[src/rtl/ocp_slave_fsm.sv]
// ocp_slave_fsm: single-beat OCP 3.0 responder bridging the OCP bus onto a
// simple memory-side port. WR is posted, RD returns DVA + SData, and every
// other MCmd is accepted and answered with ERR.
// Optional feature macro: OCP_SLAVE_TIMEOUT_EN bounds the backend wait to
// TIMEOUT_CYCLES enabled cycles.
module ocp_slave_fsm #(
  parameter int ADDR_WDTH      = 64,
  parameter int DATA_WDTH      = 8,
  parameter int TIMEOUT_CYCLES = 16
) (
  input  logic                 Clk,
  input  logic                 MReset_n,
  input  logic                 EnableClk,
  input  logic [ADDR_WDTH-1:0] MAddr,
  input  logic [2:0]           MCmd,
  input  logic [DATA_WDTH-1:0] MData,
  input  logic                 MRespAccept,
  output logic                 SCmdAccept,
  output logic [1:0]           SResp,
  output logic [DATA_WDTH-1:0] SData,
  output logic [ADDR_WDTH-1:0] mem_addr,
  output logic [DATA_WDTH-1:0] mem_wdata,
  output logic                 mem_we,
  output logic                 mem_re,
  input  logic [DATA_WDTH-1:0] mem_rdata,
  input  logic                 mem_ready
);

  localparam logic [2:0] CMD_IDLE = 3'd0;
  localparam logic [2:0] CMD_WR   = 3'd1;
  localparam logic [2:0] CMD_RD   = 3'd2;

  localparam logic [1:0] RESP_NULL = 2'd0;
  localparam logic [1:0] RESP_DVA  = 2'd1;
  localparam logic [1:0] RESP_ERR  = 2'd3;

  typedef enum logic [1:0] {
    S_IDLE = 2'd0,
    S_WR   = 2'd1,
    S_RD   = 2'd2,
    S_RESP = 2'd3
  } state_t;

  state_t state;

  // Reject configurations where the timeout could never be reached sensibly.
  if (TIMEOUT_CYCLES < 2) begin : g_cfg_check
    $error("ocp_slave_fsm: TIMEOUT_CYCLES must be >= 2");
  end

`ifdef OCP_SLAVE_TIMEOUT_EN
  localparam int CW = $clog2(TIMEOUT_CYCLES);
  localparam logic [CW-1:0] TMO_LAST = CW'(TIMEOUT_CYCLES - 1);
  logic [CW-1:0] tmo_cnt;
`endif

  // Request accept is only possible while idle, enabled and out of reset.
  always_comb begin
    SCmdAccept = (state == S_IDLE) & EnableClk & MReset_n;
  end

  // Main FSM with registered OCP response and memory-side outputs.
  always_ff @(posedge Clk or negedge MReset_n) begin
    if (!MReset_n) begin
      state     <= S_IDLE;
      SResp     <= RESP_NULL;
      SData     <= '0;
      mem_addr  <= '0;
      mem_wdata <= '0;
      mem_we    <= 1'b0;
      mem_re    <= 1'b0;
`ifdef OCP_SLAVE_TIMEOUT_EN
      tmo_cnt   <= '0;
`endif
    end else if (EnableClk) begin
      case (state)
        S_IDLE: begin
`ifdef OCP_SLAVE_TIMEOUT_EN
          // Held at zero while idle so it is clear on entry to S_WR/S_RD.
          tmo_cnt <= '0;
`endif
          case (MCmd)
            CMD_IDLE: ;
            CMD_WR: begin
              mem_addr  <= MAddr;
              mem_wdata <= MData;
              mem_we    <= 1'b1;
              state     <= S_WR;
            end
            CMD_RD: begin
              mem_addr <= MAddr;
              mem_re   <= 1'b1;
              state    <= S_RD;
            end
            default: begin
              SResp <= RESP_ERR;
              SData <= '0;
              state <= S_RESP;
            end
          endcase
        end

        S_WR: begin
          if (mem_ready) begin
            mem_we <= 1'b0;
            state  <= S_IDLE;
          end
`ifdef OCP_SLAVE_TIMEOUT_EN
          else if (tmo_cnt == TMO_LAST) begin
            mem_we <= 1'b0;
            state  <= S_IDLE;
          end else begin
            tmo_cnt <= tmo_cnt + CW'(1);
          end
`endif
        end

        S_RD: begin
          if (mem_ready) begin
            mem_re <= 1'b0;
            SData  <= mem_rdata;
            SResp  <= RESP_DVA;
            state  <= S_RESP;
          end
`ifdef OCP_SLAVE_TIMEOUT_EN
          else if (tmo_cnt == TMO_LAST) begin
            mem_re <= 1'b0;
            SData  <= '0;
            SResp  <= RESP_ERR;
            state  <= S_RESP;
          end else begin
            tmo_cnt <= tmo_cnt + CW'(1);
          end
`endif
        end

        S_RESP: begin
          if (MRespAccept) begin
            SResp <= RESP_NULL;
            SData <= '0;
            state <= S_IDLE;
          end
        end

        default: state <= S_IDLE;
      endcase
    end
  end

endmodule

[config.mk]
export PLATFORM = sky130hd
export DESIGN_NAME = ocp_slave_fsm
export DESIGN_NICKNAME = d
export VERILOG_FILES = /design/src/rtl/ocp_slave_fsm.sv
export SDC_FILE = /design/constraint.sdc
export NUM_CORES = 1
export LEC_CHECK = 0
export ABC_CLOCK_PERIOD_IN_PS = 2700
export CAP_MARGIN = 10
export CORE_MARGIN = 3
export CORE_UTILIZATION = 40
export CTS_CLUSTER_SIZE = 24
export DETAILED_ROUTE_END_ITERATION = 8
export PLACE_DENSITY_LB_ADDON = 0.2
export SETUP_SLACK_MARGIN = 0.02
export SYNTH_ARGS = -nofsm -noshare
export SYNTH_HDL_FRONTEND = slang
export SYNTH_SLANG_ARGS = --single-unit
[constraint.sdc]
create_clock -name Clk -period 2.7 [get_ports Clk]
set_input_delay 0.675 -clock Clk [delete_from_list [all_inputs] [get_ports Clk]]
set_output_delay 0.675 -clock Clk [all_outputs]
set_load 0.005 [all_outputs]
Yosys cells after proc, flatten, opt, wreduce, memory -nomap -nowiden. Index checks and enable logic that the tools add are counted.

Register bits after elaboration: 86. Output and inout port bits: 85. Logic and storage cells: 51.

Equal/unequal tests: 12. Mux-type cells: 17. Bitwise operators: 2. Reductions and logical operators: 13.

Operators by type and width (count): $mux W8 (3); $pmux W8 S3 (1); $pmux W2 S3 (2); $mux W2 (5); $ne A2 B2 Y1 const B (5); $reduce_and A5 Y1 (2); $pmux W2 S4 (1); $reduce_and A4 Y1 (2); $reduce_and A3 Y1 (2); $eq A2 B2 Y1 const B (2); $ne A2 B1 Y1 const B (2); $pmux W1 S2 (2); $reduce_bool A2 Y1 (2); $eq A3 B1 Y1 const B (1); $eq A3 B2 Y1 const B (1); $logic_not A3 Y1 (1); $mux W1 (3); $reduce_bool A3 Y1 (1); $reduce_or A3 Y1 (1); $and A1 B1 Y1 (2); $eq A2 B1 Y1 const B (1); $logic_not A2 Y1 (1); $reduce_or A2 Y1 (1).

Logic depth before layout (Yosys ltp). Gate-level depths: netlist (run 1).

Depth after elaboration: 4. Depth in mapped cells: 5. Gate-level depth less buffers: 3.

Worst setup path before layout (run 1). Ideal clock, no wire load.

Path type: in2reg. Start point: in EnableClk. End point: reg mem_addr[24]. Library setup time: 0.125 ns. Arrival time: 2.007 ns. Data required time: 2.575 ns. Slack: 0.568 ns. Stages on the path: 4. Buffers on the path: 1. Path through: or3b_4 -> nor3_4 -> buf_6 -> mux2_2.

Cells in the longest elaborated chain, start to end: 1.

RTL lines: start, declared (RTL line 13) `input logic EnableClk,`; $reduce_and A3 Y1 (no line); end signal, assigned (RTL line 85) `mem_addr <= MAddr;`; end signal, assigned (RTL line 91) `mem_addr <= MAddr;`; end, declared (RTL line 21) `output logic [ADDR_WDTH-1:0] mem_addr,`.

Every way passes these cells. A chain may end at the register's enable or synchronous reset.

Final worst setup path (run 1).
Start point: in EnableClk. End point: reg mem_addr[39].

Same word-level chain as after synthesis.

==> results.toml, run 1 <==
[global_routing]
grt_max_degree = 86
overflow = 0
grt_pass1_wl_microns = 13300
grt_antenna_before_repair = 1
track_usage = 0.173
grt_pass1_vias = 2564

[cells_and_area]
final_layout_size_suffix_gt1_frac = 0.245
layout_common_cells = "170 x clkdlybuf4s50_1, 86 x dfrtp_1, 68 x mux2_2, 12 x nand2_1, 11 x buf_4"
fillers = 604
nets = 504
regArea_sq_mm = 0.00215
mostFrequentLayoutCell = "clkdlybuf4s50_1"
multi_input_area_sq_mm = 0.00116
n_antenna_cell = 0
stdcell_count = 526
area_growth_syn_to_layout_pct = 63.3

[critical_path]
crit_chain = "clkdlybuf4s50_1 -> buf_4 -> or3b_4 -> nor3_4 -> buf_12 -> buf_12 -> mux2_2"
r2r-start = "state[0]$_DFFE_PN0P_"
worstPathMaxFanout = 13
crit_path_frequent_cell = "buf_12"
start_kind = "primary input"
r2r_end = "mem_addr[39]$_DFFE_PN0P_"
cp-end-kind = "register"
critPathCapture = "mem_addr[39]$_DFFE_PN0P_"
setup.worst_path.class = "in -> reg"
regToRegSetupSlack_ns = 0.68
worstRegToRegCells = 5
cp_data_arrival_time_ns = 2.52
worstPathRequired_ns = 2.93
critPathLaunch = "EnableClk"
slowest_delay_ns = 0.47
slowest_stage = "clkdlybuf4s50_1"

[synthesis]
ys_warn_count = 0
ys_seq_elements = 86
synthDistinctLibCells = 31
syn_nets = 318
synthArstFlopShare = 1.00
synth_seq_area_share = 0.628
synth_area_sq_mm = 0.00343
yosys_most_used_dff = "dfrtp_1"
synth.avg_cell_area_sq_um = 14.9
synth_edf_count = 0
synthCells = 230

[timing]
grt_setup_unrepaired = "false"
fin_crit_ns = 2.29
fmax_ghz = 0.436
maxSlewHeadroom = 0.284
whs_ns = 0.100
period_share = 0.850
skew_ns = 0.0107
slew_viol_final = 0
tightest_slew_ns = 1.07
hold_violations = 0
setup_viol = 0
setup-tns-final_ns = 0

[clock_network]
cts_tree = "yes"
root_buffer = "clkbuf_8"
ctsLongestPathBuffers = 2
clk_latency_ns = 0.35
cts_buffers = 9
clk_pin_slew_ns = 0.08
cts.sinks = 86
postCtsSetupBuffers = 0
htreeDepth = 3

[die]
core_area_sq_mm = 0.00826
die_area_sq_mm = 0.00972
die_h_microns = 98.6
floorplan.initialDensity = 0.415
core.rowCount = 33
die_w_microns = 98.6
io-pin-count = 173

[power]
power_mw = 5.53
share_comb_of_total_power = 0.415
p_int_mw = 4.06
ir_drop_mv = 0.479
p_switching_mw = 1.46
p_clk_frac = 0.182
swShare = 0.265
share_seq_of_total_power = 0.403
p_leak_nw = 2.37
powerDensity_mw_per_mm2 = 987

[drt]
wl_microns = 8190
first_iter_violations = 45
antenna_left = 0
via_per_inst = 4.77
vias = 2511
drc = 0
route.detailed.wl_per_inst_microns = 15.6
drtPass1Iterations = 4

[placed_design]
gp_congestion = 0.785
numPortBuffers = 172
dp_hpwl_microns = 6210
dp.cells = 510

[hold_path]
hold_class = "in -> async"

[job]
drv_cap = 0

[outcome]
outcome = "completed"
registers in the layout (all words and copies together), names as in the netlist:
| signal | count |
|---|---|
| mem_addr | 64 |
| mem_re | 1 |
| SResp | 2 |
| state | 2 |
| SData | 8 |
| mem_wdata | 8 |
| mem_we | 1 |
stage by stage:
| stage | setup slack (ns) | utilization | area, sq um |
|---|---|---|---|
| after detailed placement | -0.0438 | 0.649 | 5360 |
| after floorplan | 0.568 | - | 3430 |
| after CTS | 0.0264 | 0.677 | 5590 |
| after global placement | 0.00606 | 0.649 | 5360 |
| after global routing | 0.334 | 0.678 | 5600 |
| final | 0.406 | 0.678 | 5600 |
worst min-delay path by stage:
stage             start                        to  cells past startpoint
2_1_floorplan  MReset_n      SData[0]$_DFFE_PN0P_                      0
3_3_place_gp   MReset_n  mem_wdata[6]$_DFFE_PN0P_                      1
3_5_place_dp   MReset_n  mem_wdata[6]$_DFFE_PN0P_                      1
4_1_cts        MReset_n  mem_wdata[6]$_DFFE_PN0P_                      1
5_1_grt        MReset_n  mem_wdata[6]$_DFFE_PN0P_                      1
6_report       MReset_n  mem_wdata[6]$_DFFE_PN0P_                      1
power groups by stage:
stage	clock [mW]	sequential, mW	combinational (mW)
global route	1.09	2.31	2.46
CTS	1.03	2.23	2.34
floorplan	0	2.25	0.768
global placement	0	2.21	2.28
detailed placement	0	2.25	2.34
finish	1.01	2.22	2.29
worst max-delay path, delay by kind of cell:
family,cells,cell delay (ns)
simple gates,2,0.59
mux,1,0.34
buf+inv,4,0.90
layout make-up:
class,count,area share
sequential,86,0.384
inverter,8,0.00536
multi-input combinational,124,0.208
timing repair buffer,187,0.339
tap,105,0.0235
clock buffer,11,0.0253
clock inverter,5,0.0145
repair_timing:
item                                    CTS  global route
hold buffers                              0             0
resized for setup                         1             2
endpoints found under the setup margin    1             1
cells in the mapped netlist, drive strengths merged, types with 2 or more instances:
cell | number | area, sq um
nor3 | 2 | 21.3
nor2b | 2 | 12.5
nand3 | 2 | 10.0
o21ai | 2 | 10.0
nand2 | 12 | 45.0
mux2 | 72 | 811
buf | 9 | 81.3
inv | 8 | 30.0
dfrtp | 86 | 2150
clkbuf | 3 | 11.3
nor2 | 5 | 18.8
a21oi | 4 | 20.0
mux2i | 9 | 90.1
routing by layer:
layer / GRT usage / wire length [microns] / part of all wire
met1: 0.219 / 3480 / 0.43
met2: 0.271 / 3870 / 0.47
met5: 0 / 7 / 0.00086
met4: 0.0704 / 199 / 0.024
met3: 0.0616 / 632 / 0.077
cell families after synthesis:
kind of cell    share of synthesized area
compound gates                     0.0277
xor+xnor                          0.00256
buf+inv                            0.0358
flops                               0.628
mux                                 0.263
simple gates                       0.0434
No activity file was read; power rests on OpenSTA's default activity.
==> run 2, diff against run 1 <==
--- a/config.mk
+++ b/config.mk
@@ -5,10 +5,10 @@
 export SDC_FILE = /design/constraint.sdc
 export NUM_CORES = 1
 export LEC_CHECK = 0
-export ABC_CLOCK_PERIOD_IN_PS = 2700
+export ABC_CLOCK_PERIOD_IN_PS = 2100
 export CAP_MARGIN = 10
 export CORE_MARGIN = 3
-export CORE_UTILIZATION = 40
+export CORE_UTILIZATION = 36
 export CTS_CLUSTER_SIZE = 24
 export DETAILED_ROUTE_END_ITERATION = 8
 export PLACE_DENSITY_LB_ADDON = 0.2
==> constraint.sdc (replaced) <==
create_clock -name Clk -period 2.1 [get_ports Clk]
set_input_delay 0.525 -clock Clk [delete_from_list [all_inputs] [get_ports Clk]]
set_output_delay 0.525 -clock Clk [all_outputs]
set_load 0.005 [all_outputs]
==> results.toml, run 2 (synthesis gave the netlist of run 1 again) <==
[drt]
drtPass1Iterations = 4
antenna_left = 0
drc = 0
via_per_inst = 4.58
first_iter_violations = 45
wl_microns = 8580
route.detailed.wl_per_inst_microns = 15.7
vias = 2512

[die]
floorplan.initialDensity = 0.382
core_area_sq_mm = 0.00898
die_area_sq_mm = 0.0107
core.rowCount = 34
die_h_microns = 104
die_w_microns = 104
io-pin-count = 173

[power]
powerDensity_mw_per_mm2 = 1290
p_leak_nw = 2.35
power_mw = 7.21
ir_drop_mv = 0.582

[cells_and_area]
mostFrequentLayoutCell = "clkdlybuf4s50_1"
nets = 505
layout_common_cells = "169 x clkdlybuf4s50_1, 86 x dfrtp_1, 68 x mux2_2, 15 x buf_4, 12 x nand2_1"
top_regs = "mem_addr (64), SData (8), mem_wdata (8)"
regMostFlops = "mem_addr"
area_growth_syn_to_layout_pct = 63.1
n_antenna_cell = 0
fillers = 729
final_layout_size_suffix_gt1_frac = 0.249
largest_register_ffs = 64

[timing]
fin_crit_ns = 1.97
fmax_ghz = 0.507
maxSlewHeadroom = 0.575
setup_viol = 0
grt_setup_unrepaired = "false"
tightest_slew_ns = 0.637
skew_ns = 0.0109
period_share = 0.939
hold_violations = 0
slew_viol_final = 0
setup-tns-final_ns = 0

[critical_path]
start_kind = "register"
worstPathMaxFanout = 42
r2r-start = "state[1]$_DFFE_PN0P_"
r2r_end = "mem_addr[62]$_DFFE_PN0P_"
setup.worst_path.class = "reg -> reg"
cp-end-kind = "register"
regToRegSetupSlack_ns = 0.13
cp_data_arrival_time_ns = 2.20
worstRegToRegCells = 5
critPathLaunch = "state[1]$_DFFE_PN0P_"
worstPathRequired_ns = 2.32

[clock_network]
cts.sinks = 86
ctsHoldBuffers = 0
root_buffer = "clkbuf_8"
clk_latency_ns = 0.34
clk_pin_slew_ns = 0.09
cts_buffers = 9
htreeDepth = 3
ctsLongestPathBuffers = 2
cts_tree = "yes"

[hold_path]
hold_class = "in -> async"

[global_routing]
grt_max_degree = 51
grt_pass1_vias = 2714
track_usage = 0.165
grt_antenna_before_repair = 0
overflow = 0
grt_pass1_wl_microns = 14300

[placed_design]
numPortBuffers = 172
dp_hpwl_microns = 6420
gp_congestion = 0.813

[job]
drv_cap = 0

[outcome]
outcome = "completed"
-- run 2: cell types whose count changed in the layout (fill, tap and decap cells not counted), sizes merged --
cell	delta
dlygate4sd2	+1
clkdlybuf4s15	+1
bufinv	+1
dlymetal6s2s	-1
clkdlybuf4s50	-1
clkbuf	-1
buf	+1
clkinvlp	+1
inv	-1
-- run 2: final cells by class --
type / count / area [sq um] / area share
Clock buffer: 10 / 128 / 0.0228
Tap cell: 126 / 158 / 0.0282
Clock inverter: 6 / 110 / 0.0197
Inverter: 8 / 30.0 / 0.00537
Timing Repair Buffer: 188 / 1860 / 0.332
Sequential cell: 86 / 2150 / 0.385
Multi-Input combinational cell: 124 / 1160 / 0.207
-- run 2: stage by stage --
stage	setup slack [ns]	hold WS (ns)	cell area, sq um	utilization	cells
after floorplan	0.118	0.229	3430	-	230
after global placement	-0.432	0.468	5320	0.593	529
after global routing	0.0423	0.369	5590	0.623	548
after detailed placement	-0.454	0.474	5320	0.593	529
final	0.128	0.326	5590	0.623	548
after CTS	0.0892	0.335	5590	0.623	548
-- run 2: critical path, cell delays in order (launching register included) --
cell     delay (ns)
dfrtp_1        0.39
buf_4          0.14
or3b_4         0.40
nor3_4         0.25
buf_12         0.27
mux2_2         0.37
-- run 2: worst max path at each step --
stage	endpoint
global placement	mem_addr[28]$_DFFE_PN0P_
global route	mem_addr[57]$_DFFE_PN0P_
CTS	mem_addr[26]$_DFFE_PN0P_
detailed placement	mem_addr[11]$_DFFE_PN0P_
finish	mem_addr[62]$_DFFE_PN0P_
floorplan	mem_addr[24]$_DFFE_PN0P_
-- run 2: per-layer routing --
metal | share of wire | up-vias | track usage
li1 | - | 1170 | -
met5 | 0 | - | 0
met3 | 0.11 | 5 | 0.0609
met2 | 0.48 | 117 | 0.268
met4 | 0.0066 | 0 | 0.0541
met1 | 0.41 | 1220 | 0.205
-- run 2: what timing repair did --
action | 4_1_cts | 5_1_grt
pin swaps | 2 | 0
setup buffers | 3 | 0
setup endpoints to repair | 65 | 20
resized for setup | 5 | 1
-- run 2: power breakdown --
| part | switching (mW) | internal, mW | total [mW] | leakage [nW] |
|---|---|---|---|---|
| registers | 0.380 | 2.43 | 2.81 | 1.05 |
| logic | 0.927 | 2.12 | 3.04 | 1.18 |
| clock network | 0.576 | 0.789 | 1.36 | 0.112 |
==> run 3, diff against run 2 <==
--- a/config.mk
+++ b/config.mk
@@ -11,8 +11,10 @@
 export CORE_UTILIZATION = 36
 export CTS_CLUSTER_SIZE = 24
 export DETAILED_ROUTE_END_ITERATION = 8
+export GPL_ROUTABILITY_DRIVEN = 0
 export PLACE_DENSITY_LB_ADDON = 0.2
 export SETUP_SLACK_MARGIN = 0.02
 export SYNTH_ARGS = -nofsm -noshare
 export SYNTH_HDL_FRONTEND = slang
 export SYNTH_SLANG_ARGS = --single-unit
+export TNS_END_PERCENT = 50
==> results of run 3 <==
Same layout as run 2: the final DEF is identical, and so are final timing and power.
